<file path="config.mk">
export PLATFORM = sky130hd
export DESIGN_NAME = async_bus_capture
export DESIGN_NICKNAME = d
export VERILOG_FILES = /design/src/rtl/async_capture_pkg.sv /design/src/rtl/async_bus_capture_sync.sv /design/src/rtl/async_bus_capture.sv
export SDC_FILE = /design/constraint.sdc
export NUM_CORES = 1
export LEC_CHECK = 0
export CORE_UTILIZATION = 25
export DETAILED_ROUTE_END_ITERATION = 12
export MAX_ROUTING_LAYER = met4
export PLACE_DENSITY = 0.44
export SLEW_MARGIN = 10
export SYNTH_ARGS = -nofsm -noshare
export SYNTH_HDL_FRONTEND = slang
export SYNTH_SLANG_ARGS = --single-unit
</file>
<file path="constraint.sdc">
create_clock -name clk -period 2.66 [get_ports clk]
set_input_delay 0.532 -clock clk [delete_from_list [all_inputs] [get_ports clk]]
set_output_delay 0.532 -clock clk [all_outputs]
set_load 0.02 [all_outputs]
</file>
<file path="src/rtl/async_capture_pkg.sv">
// Shared types and helpers for the asynchronous bus capture block.
// WAIT_LOW exists only when ASYNC_CAPTURE_TIMEOUT_EN is defined.
package async_capture_pkg;

  typedef enum logic [2:0] {
    IDLE,
    SETTLE,
    PRESENT,
    ACK
`ifdef ASYNC_CAPTURE_TIMEOUT_EN
    , WAIT_LOW
`endif
  } state_t;

  // One counter serves both the settle window and the strobe-release timeout.
  function automatic int cnt_width(input int settle, input int timeout);
    int m;
    m = (settle > timeout) ? settle : timeout;
    return $clog2(m + 1);
  endfunction

endpackage

</file>
<file path="src/rtl/async_bus_capture_sync.sv">
// Multi-stage flop synchronizer; ena freezes every stage, reset clears them.
module async_bus_capture_sync #(
  parameter int WIDTH  = 9,
  parameter int STAGES = 2
) (
  input  logic             clk,
  input  logic             rstb,
  input  logic             ena,
  input  logic [WIDTH-1:0] d,
  output logic [WIDTH-1:0] q
);

  logic [WIDTH-1:0] stage [STAGES];

  always_ff @(posedge clk or negedge rstb) begin
    if (!rstb) begin
      for (int i = 0; i < STAGES; i++) stage[i] <= '0;
    end else if (ena) begin
      stage[0] <= d;
      for (int i = 1; i < STAGES; i++) stage[i] <= stage[i-1];
    end
  end

  assign q = stage[STAGES-1];

endmodule

</file>
<file path="src/rtl/async_bus_capture.sv">
// 4-phase req/ack receiver: synchronize, settle, present on valid/ready, ack.
// Optional strobe-release timeout enabled by ASYNC_CAPTURE_TIMEOUT_EN.
module async_bus_capture
  import async_capture_pkg::*;
#(
  parameter int WIDTH          = 8,
  parameter int STAGES         = 2,
  parameter int SETTLE_CYCLES  = 3,
  parameter int TIMEOUT_CYCLES = 255
) (
  input  logic             clk,
  input  logic             rstb,
  input  logic             ena,
  input  logic             strobe_in,
  input  logic [WIDTH-1:0] data_in,
  output logic             ack_out,
  output logic [WIDTH-1:0] data_out,
  output logic             valid_out,
  input  logic             ready_in,
  output logic             err_out,
  input  logic             err_clr
);

  localparam int CW = cnt_width(SETTLE_CYCLES, TIMEOUT_CYCLES);
  localparam logic [CW-1:0] SETTLE_LOAD = CW'(SETTLE_CYCLES - 1);
`ifdef ASYNC_CAPTURE_TIMEOUT_EN
  localparam logic [CW-1:0] TIMEOUT_LOAD = CW'(TIMEOUT_CYCLES - 1);
`endif

  logic [WIDTH:0]   sync_q;
  logic             strb_s;
  logic [WIDTH-1:0] data_s;

  state_t           state, state_nxt;
  logic [CW-1:0]    cnt, cnt_nxt;
  logic             capture, err_set;
  logic             valid_nxt, ack_nxt, err_nxt;
  logic [WIDTH-1:0] data_nxt;

  async_bus_capture_sync #(
    .WIDTH  (WIDTH + 1),
    .STAGES (STAGES)
  ) u_sync (
    .clk  (clk),
    .rstb (rstb),
    .ena  (ena),
    .d    ({strobe_in, data_in}),
    .q    (sync_q)
  );

  assign strb_s = sync_q[WIDTH];
  assign data_s = sync_q[WIDTH-1:0];

  always_ff @(posedge clk or negedge rstb) begin
    if (!rstb) begin
      state     <= IDLE;
      cnt       <= '0;
      valid_out <= 1'b0;
      ack_out   <= 1'b0;
      data_out  <= '0;
      err_out   <= 1'b0;
    end else begin
      state     <= state_nxt;
      cnt       <= cnt_nxt;
      valid_out <= valid_nxt;
      ack_out   <= ack_nxt;
      data_out  <= data_nxt;
      err_out   <= err_nxt;
    end
  end

  // With ena low every next value equals the current one, so the whole block holds.
  always_comb begin
    state_nxt = state;
    cnt_nxt   = cnt;
    capture   = 1'b0;
    err_set   = 1'b0;
    if (ena) begin
      case (state)
        IDLE: begin
          if (strb_s) begin
            state_nxt = SETTLE;
            cnt_nxt   = SETTLE_LOAD;
          end
        end
        SETTLE: begin
          if (!strb_s) begin
            state_nxt = IDLE;
            cnt_nxt   = '0;
            err_set   = 1'b1;
          end else if (cnt == '0) begin
            state_nxt = PRESENT;
            capture   = 1'b1;
          end else begin
            cnt_nxt = cnt - CW'(1);
          end
        end
        PRESENT: begin
          if (ready_in) begin
            state_nxt = ACK;
`ifdef ASYNC_CAPTURE_TIMEOUT_EN
            cnt_nxt   = TIMEOUT_LOAD;
`endif
          end
        end
        ACK: begin
          if (!strb_s) begin
            state_nxt = IDLE;
            cnt_nxt   = '0;
`ifdef ASYNC_CAPTURE_TIMEOUT_EN
          end else if (cnt == '0) begin
            state_nxt = WAIT_LOW;
            err_set   = 1'b1;
          end else begin
            cnt_nxt = cnt - CW'(1);
`endif
          end
        end
`ifdef ASYNC_CAPTURE_TIMEOUT_EN
        WAIT_LOW: begin
          if (!strb_s) state_nxt = IDLE;
        end
`endif
        default: begin
          state_nxt = IDLE;
          cnt_nxt   = '0;
        end
      endcase
    end
  end

  // Outputs are decoded from the next state and registered, keeping ready_in off any output path.
  always_comb begin
    valid_nxt = (state_nxt == PRESENT);
    ack_nxt   = (state_nxt == ACK);
    data_nxt  = capture ? data_s : data_out;
    err_nxt   = err_out;
    if (err_set) err_nxt = 1'b1;
    else if (ena && err_clr) err_nxt = 1'b0;
  end

endmodule
</file>
==> out/results.ini, run 1 <==
[status]
status=finished clean

[power]
p_seq_frac=0.392
power.leakage_uw=0.0009683
switching_share=0.3350
p_per_area_mw_per_mm2=992.4
switching_power_uw=769.5
power.internal_uw=1528
pwr-share-clk=0.231
peakVddDrop_mv=0.3761
power_frac_comb=0.377

[clock_tree]
cts_sinks=40
hold_buffers=0
cts_max_level=2
cts.repair.resized=0
cts_tree=done
clk_latency_ps=300
post_cts_buffers=0
clkTransAtPathRegs_ps=80
cts-root-buf=clkbuf_8
numCtsBuffers=5
cts_buffer_depth=2

[cells_and_area]
drive_gt1_frac=0.2759
area.growth.synth_to_final_pct=25.59
antenna_cells=0
layout_common_cells=dfrtp_1 (40), mux2_2 (26), clkdlybuf4s50_1 (23)
fillers=694
final_common_cell=dfrtp_1
nets=188
fin_util=0.3333
final_cells=270

[place]
place_congestion=0.7930
dp_hpwl_um=2460
preCtsSetupSlack_ps=467.4
place_inst=262
io_buffer_count=24

[sta]
hold_slack_ps=351.6
drv_slew=0
fmax_ghz=0.4730
setup_tns_ps=0
finalHoldViolCount=0
fin_skew_ps=8.697
slew_headroom=0.4077
setup_viol=0
rsz0062_at_grt=no
fin_crit_sh=0.7948
worst_pin_slew_ps=877.3
post-route-worst-setup-slack_ps=545.9
fin_crit_ps=2114

[synth]
synth_area_mm2=0.001843
async_flop_share=1.000
synthCells=145
yosysWarnings=0
syn-num-nets=160
ys_seq_area_frac=0.5431
avgSynthCellArea_um2=12.71
ys_seq_elements=40
synth_flop_cell=dfrtp_1
synth_edf_count=0
synthDistinctLibCells=45

[drt]
drc=0
post_drt_via_cell_ratio=4.526
dr.first_iter.drc_count=54
wirelength_um=3601
ant_nets=0
vias=1222
avgRoutedWirePerCell_um=13.34
dr.pass1.iters=4

[floorplanning]
rows=30
dieArea_mm2=0.007719
die_h_um=87.86
io_pins=25
start_util=0.2654
fp.dieW_um=87.86
coreArea_mm2=0.006944

[setup_path]
crit_slowest_cell=or4b_4
cp.depth=6
critPathTopFamily=simple AND/OR/NAND/NOR gates
arrival_ps=2290
required_ps=2840
regToRegSetupSlack_ps=550
r2r_end=data_out[7]
reg2reg_from=cnt[0]
crit_path_end_kind=flop
crit_fanout=8
critPathKind=flop to flop
crit_chain=inv_1 -> ha_1 -> or4b_4 -> nor3_2 -> nand2_2 -> mux2_2
start_kind=flop
path_buf_inv=1
ff2ff_path_depth=6
cpPeakStageDelay_ps=500

[global_route]
grt_pass1_wl_um=6099
grt_pass1_vias=1225
grt_max_degree=41
grtUsageTotal=0.1089
gr-total-overflow=0
antenna_found_initial=0

[job]
drv_cap=0

[min_path]
worstHoldPathType=input pin to async pin

-- sequential cells by signal, summed over array words and instances, names as in the netlist --
signal and cells:
cnt 8, state 3, valid_out 1, u_sync.q 9
err_out 1, ack_out 1, u_sync.stage 9, data_out 8
-- worst reg2reg max path, stage by stage, from the launching register on --
cell	delay (ps)
dfrtp_1	420
inv_1	70
ha_1	180
or4b_4	500
nor3_2	270
nand2_2	240
mux2_2	340
-- power groups by stage --
stage	Clock, uW	Combinational (uW)	Sequential [uW]
4_1_cts	546	875	900
5_1_grt	574	944	927
3_5_place_dp	0	867	911
2_1_floorplan	0	521	958
3_3_place_gp	0	862	908
6_report	531	866	899
-- kinds of logic after synthesis --
group	share of synthesized area
XOR/XNOR	0.004753
AND/OR/NAND/NOR	0.1697
buffers and inverters	0.01900
flip-flops	0.5431
adder cells (fa/ha/maj)	0.006788
AO/OA/AOI/OAI	0.08691
multiplexers	0.1697
-- how the worst max path moves through the flow --
stage,from,slack (ps),end
2_1_floorplan,cnt[0],730,cnt[0]
3_3_place_gp,state[2],530,data_out[5]
3_5_place_dp,ena,470,cnt[5]
4_1_cts,cnt[0],520,data_out[7]
5_1_grt,state[2],400,data_out[6]
6_report,cnt[0],550,data_out[7]
-- synthesized netlist by cell type, types with 2 or more instances --
| cell type | instances | area, um2 |
|---|---|---|
| dfrtp_1 | 40 | 1001 |
| mux2_2 | 26 | 292.8 |
| nor2_1 | 9 | 33.78 |
| nand2_1 | 7 | 26.28 |
| o21ai_0 | 5 | 25.02 |
| inv_1 | 4 | 15.01 |
| nand2b_1 | 4 | 25.02 |
| nor2b_1 | 4 | 25.02 |
| a21oi_1 | 3 | 15.01 |
| buf_1 | 3 | 11.26 |
| a22o_2 | 2 | 20.02 |
| mux2i_1 | 2 | 20.02 |
| nand3_1 | 2 | 10.01 |
| nor3_1 | 2 | 10.01 |
| or3_4 | 2 | 22.52 |
-- metrics by stage --
step                power, uW  cell area, um2
finish                   2297            2315
global route             2445            2315
CTS                      2321            2315
detailed placement       1778            2193
global placement         1770            2193
floorplan                1479            1843
-- cell type report --
type                            count  area [um2]  area share
Clock inverter                      2       38.79     0.01676
Multi-Input combinational cell     96       807.0      0.3486
Timing Repair Buffer               26       250.2      0.1081
Tap cell                           96       120.1     0.05189
Clock buffer                        6       82.58     0.03568
Inverter                            4       15.01    0.006486
Sequential cell                    40        1001      0.4324
-- metal layers --
layer / wire length [um] / share of wire / global-route usage
met1: 1765 / 0.49 / 0.1425
met4: 34 / 0.0094 / 0.04471
met5: 0 / 0 / -
met3: 156 / 0.043 / 0.03110
met2: 1645 / 0.46 / 0.1572
No activity file was read; power rests on OpenSTA's default activity.
==> run 2: changes to the inputs <==
--- a/config.mk
+++ b/config.mk
@@ -8,7 +8,7 @@
 export CORE_UTILIZATION = 25
 export DETAILED_ROUTE_END_ITERATION = 12
 export MAX_ROUTING_LAYER = met4
-export PLACE_DENSITY = 0.44
+export PLACE_DENSITY = 0.45
 export SLEW_MARGIN = 10
 export SYNTH_ARGS = -nofsm -noshare
 export SYNTH_HDL_FRONTEND = slang
==> constraint.sdc (replaced) <==
create_clock -name clk -period 1.85 [get_ports clk]
set_input_delay 0.37 -clock clk [delete_from_list [all_inputs] [get_ports clk]]
set_output_delay 0.37 -clock clk [all_outputs]
set_load 0.02 [all_outputs]
==> out/results.ini, run 2 (same netlist as run 1, synthesis figures left out) <==
[floorplanning]
dieArea_mm2=0.007719
die_h_um=87.86
io_pins=25
start_util=0.2654
fp.dieW_um=87.86
rows=30
coreArea_mm2=0.006944

[clock_tree]
cts_tree=done
cts_buffer_depth=2
clkTransAtPathRegs_ps=80
clk_latency_ps=290
hold_buffers=0
numCtsBuffers=5
cts-root-buf=clkbuf_8
cts_sinks=40
cts_max_level=2

[sta]
slew_headroom=0.4195
fin_skew_ps=4.996
rsz0062_at_grt=yes
fin_crit_ps=1997
setup_viol=14
post-route-worst-setup-slack_ps=-146.9
worst_pin_slew_ps=859.8
fmax_ghz=0.5008
drv_slew=0
fin_crit_sh=1.079
setup_tns_ps=-1180
hold_slack_ps=45.71
finalHoldViolCount=0

[drt]
drc=0
avgRoutedWirePerCell_um=12.78
dr.pass1.iters=3
post_drt_via_cell_ratio=4.422
wirelength_um=3693
ant_nets=0
dr.first_iter.drc_count=44
vias=1278

[global_route]
antenna_found_initial=0
grt_max_degree=24
grt_pass1_vias=1369
grtUsageTotal=0.1132
gr-total-overflow=0
grt_pass1_wl_um=6499

[cells_and_area]
final_common_cell=dfrtp_1
nets=207
antenna_cells=0
layout_common_cells=dfrtp_1 (40), mux2_2 (26), clkdlybuf4s50_1 (23)
drive_gt1_frac=0.3523
area.growth.synth_to_final_pct=34.01
post-route-cell-area_mm2=0.002470

[job]
drv_cap=0

[power]
p_per_area_mw_per_mm2=1418
peakVddDrop_mv=0.5432
power.leakage_uw=0.001073

[place]
place_area_mm2=0.002328
place_congestion=0.8114
preCtsSetupSlack_ps=-156.7
io_buffer_count=24
dp_hpwl_um=2778

[setup_path]
arrival_ps=2190
required_ps=2050
crit_slowest_cell=or4b_4
crit_fanout=5
critPathTopFamily=simple AND/OR/NAND/NOR gates
start_kind=flop
crit_chain=inv_1 -> ha_2 -> or4b_4 -> or3_4 -> o311a_4 -> nor4_4
critPathKind=flop to flop
path_buf_inv=1
crit_path_end_kind=flop
cpPeakStageDelay_ps=480

[status]
violations=setup timing
status=finished with violations

[min_path]
worstHoldPathType=input pin to async pin

==> run 2: area by class of cell <==
class	instances	area (um2)
multi-input combinational	96	814.5
fill	684	4474
sequential	40	1001
inverter	4	15.01
timing repair buffer	45	392.9
clock inverter	1	30.03
tap	96	120.1
clock buffer	7	96.34
==> run 2: metal layers <==
metal | up-vias | global-route usage | wire [um]
met2 | 22 | 0.1818 | 1789
met3 | 3 | 0.03299 | 133
li1 | 617 | - | -
met5 | - | - | 0
met4 | 0 | 0.02683 | 21
met1 | 636 | 0.1402 | 1749
==> run 2: through the flow <==
stage	cells	power (uW)	utilization
final	289	3503	0.3557
after global routing	289	3747	0.3557
after CTS	289	3547	0.3557
after detailed placement	280	2736	0.3353
after global placement	280	2709	0.3353
after floorplan	145	2127	-
==> run 2: worst paths after layout <==
| kind | from | end | slack, ps | depth (start not counted) |
|---|---|---|---|---|
| max in group asynchronous | rstb | state[0] | 1270 | 2 |
| hold reg to reg | u_sync.q[4] | u_sync.q[4] | 510 | 1 |
| hold / removal | rstb | u_sync.stage[11] | 50 | 1 |
| min in group clk | u_sync.q[4] | u_sync.q[4] | 510 | 1 |
| setup / recovery | cnt[0] | valid_out | -150 | 6 |
| setup reg to reg | cnt[0] | valid_out | -150 | 6 |
==> run 2: power breakdown <==
part	internal [uW]	switching, uW
Clock	476	301
Sequential	1110	144
Combinational	790	685
==> run 2: timing repair <==
item / in CTS / in global routing
endpoints found under the hold margin: 0 / 0
buffers inserted: 1 / 0
resized for setup: 2 / 1
setup endpoints to repair: 14 / 17
pin swaps: 1 / 0
==> run 3: changes to the inputs <==
--- a/config.mk
+++ b/config.mk
@@ -5,10 +5,12 @@
 export SDC_FILE = /design/constraint.sdc
 export NUM_CORES = 1
 export LEC_CHECK = 0
+export CORE_MARGIN = 10
 export CORE_UTILIZATION = 25
 export DETAILED_ROUTE_END_ITERATION = 12
 export MAX_ROUTING_LAYER = met4
 export PLACE_DENSITY = 0.45
+export SETUP_SLACK_MARGIN = 0.2
 export SLEW_MARGIN = 10
 export SYNTH_ARGS = -nofsm -noshare
 export SYNTH_HDL_FRONTEND = slang
==> constraint.sdc (replaced) <==
create_clock -name clk -period 1.85 [get_ports clk]
set_input_delay 0.37 -clock clk [delete_from_list [all_inputs] [get_ports clk]]
set_output_delay 0.37 -clock clk [all_outputs]
set_load 0.005 [all_outputs]
==> out/results.ini, run 3 (same netlist as run 1, synthesis figures left out) <==
[status]
status=finished with violations
violations=setup timing

[power]
p_per_area_mw_per_mm2=1357
power_uw=3371
peakVddDrop_mv=0.4606
power.leakage_uw=0.001076

[global_route]
grt_pass1_vias=1444
gr-total-overflow=0
grtUsageTotal=0.07728
grt_pass1_wl_um=6920
grt_max_degree=23
antenna_found_initial=0

[clock_tree]
numCtsBuffers=5
cts-root-buf=clkbuf_8
cts_tree=done
hold_buffers=0
cts_max_level=2
cts_sinks=40
cts_buffer_depth=2
clk_latency_ps=290
clkTransAtPathRegs_ps=80

[floorplanning]
start_util=0.2555
coreArea_mm2=0.007214
rows=31
dieArea_mm2=0.01121
die_h_um=105.9
io_pins=25
fp.dieW_um=105.9

[cells_and_area]
layout_common_cells=dfrtp_1 (40), mux2_2 (26), clkdlybuf4s50_1 (23)
antenna_cells=0
final_common_cell=dfrtp_1
area.growth.synth_to_final_pct=34.76
nets=208
drive_gt1_frac=0.3608
fin_util=0.3443
final_cells=293

[setup_path]
arrival_ps=2200
critPathKind=flop to flop
regToRegSetupSlack_ps=-140
ff2ff_path_depth=7
r2r_end=cnt[7]
reg2reg_from=cnt[0]
start_kind=flop
required_ps=2060
crit_fanout=4
crit_path_end_kind=flop

[sta]
setup_viol=14
worst_pin_slew_ps=951.1
fin_crit_sh=1.074
hold_slack_ps=38.48
drv_slew=0
setup_tns_ps=-1177
post-route-worst-setup-slack_ps=-136.1
fmax_ghz=0.5035
rsz0062_at_grt=yes
finalHoldViolCount=0
fin_skew_ps=5.653
slew_headroom=0.3579
fin_crit_ps=1986

[drt]
post_drt_via_cell_ratio=4.358
dr.pass1.iters=4
wirelength_um=3998
ant_nets=0
avgRoutedWirePerCell_um=13.65
dr.first_iter.drc_count=36
vias=1277
drc=0

[place]
place_inst=284
io_buffer_count=24
place_congestion=0.8479
dp_hpwl_um=2980

[job]
drv_cap=0

[min_path]
worstHoldPathType=input pin to async pin

==> run 3: cell types whose count changed in the layout (fill, tap and decap cells not counted) <==
cell      previous run  this run
o21ai_1              1         0
clkinv_4             0         1
nor2_1               9         8
o21ai_0              4         5
buf_4               21        22
nor2_4               0         1
clkbuf_8             7         6
==> run 3: per-stage QoR <==
stage,instance area [um2],setup slack [ps]
CTS,2471,-151.0
global route,2484,-232.4
global placement,2340,-103.0
finish,2484,-136.1
detailed placement,2340,-136.1
floorplan,1843,-81.89
==> run 3: metal layers <==
layer | track usage | vias to the layer above | wire, um
li1 | - | 618 | -
met1 | 0.09271 | 638 | 1930
met2 | 0.1246 | 19 | 1928
met3 | 0.02619 | 2 | 129
met4 | 0.01354 | 0 | 10
met5 | - | - | 0
==> run 3: final cells by class <==
cell class                      count  area [um2]
Clock inverter                      2       38.79
Inverter                            4       15.01
Tap cell                           99       123.9
Clock buffer                        6       82.58
Fill cell                         739        4731
Multi-Input combinational cell     96       822.0
Sequential cell                    40        1001
Timing Repair Buffer               46       400.4
==> run 3: how the worst max path moves through the flow <==
stage / startpoint / slack, ps / to / depth (start not counted)
after floorplan: cnt[0] / -80 / cnt[0] / 6
after global routing: cnt[0] / -230 / cnt[7] / 7
after detailed placement: cnt[0] / -140 / cnt[7] / 7
final: cnt[0] / -140 / cnt[7] / 7
after CTS: cnt[1] / -150 / cnt[7] / 7
after global placement: cnt[0] / -100 / data_out[2] / 6
==> run 3: worst max-delay path, stage by stage (launching register included) <==
cell	delay, ps
dfrtp_1	390
inv_1	60
ha_2	170
or4b_4	490
or3_4	350
buf_4	150
nand4b_1	120
mux2i_1	190
==> run 3: timing repair <==
item                       4_1_cts  5_1_grt
setup endpoints to repair       19       19
pin swaps                        5        0
setup buffers                    1        0
gates resized for setup          1        3
==> run 3: power by group <==
part           internal [uW]  total, uW  switching [uW]  leakage (uW)
logic                    784       1350             566      0.000516
clock network            441        758             316     0.0000614
registers               1110       1260             156      0.000499
total                   2330       3370            1040       0.00108
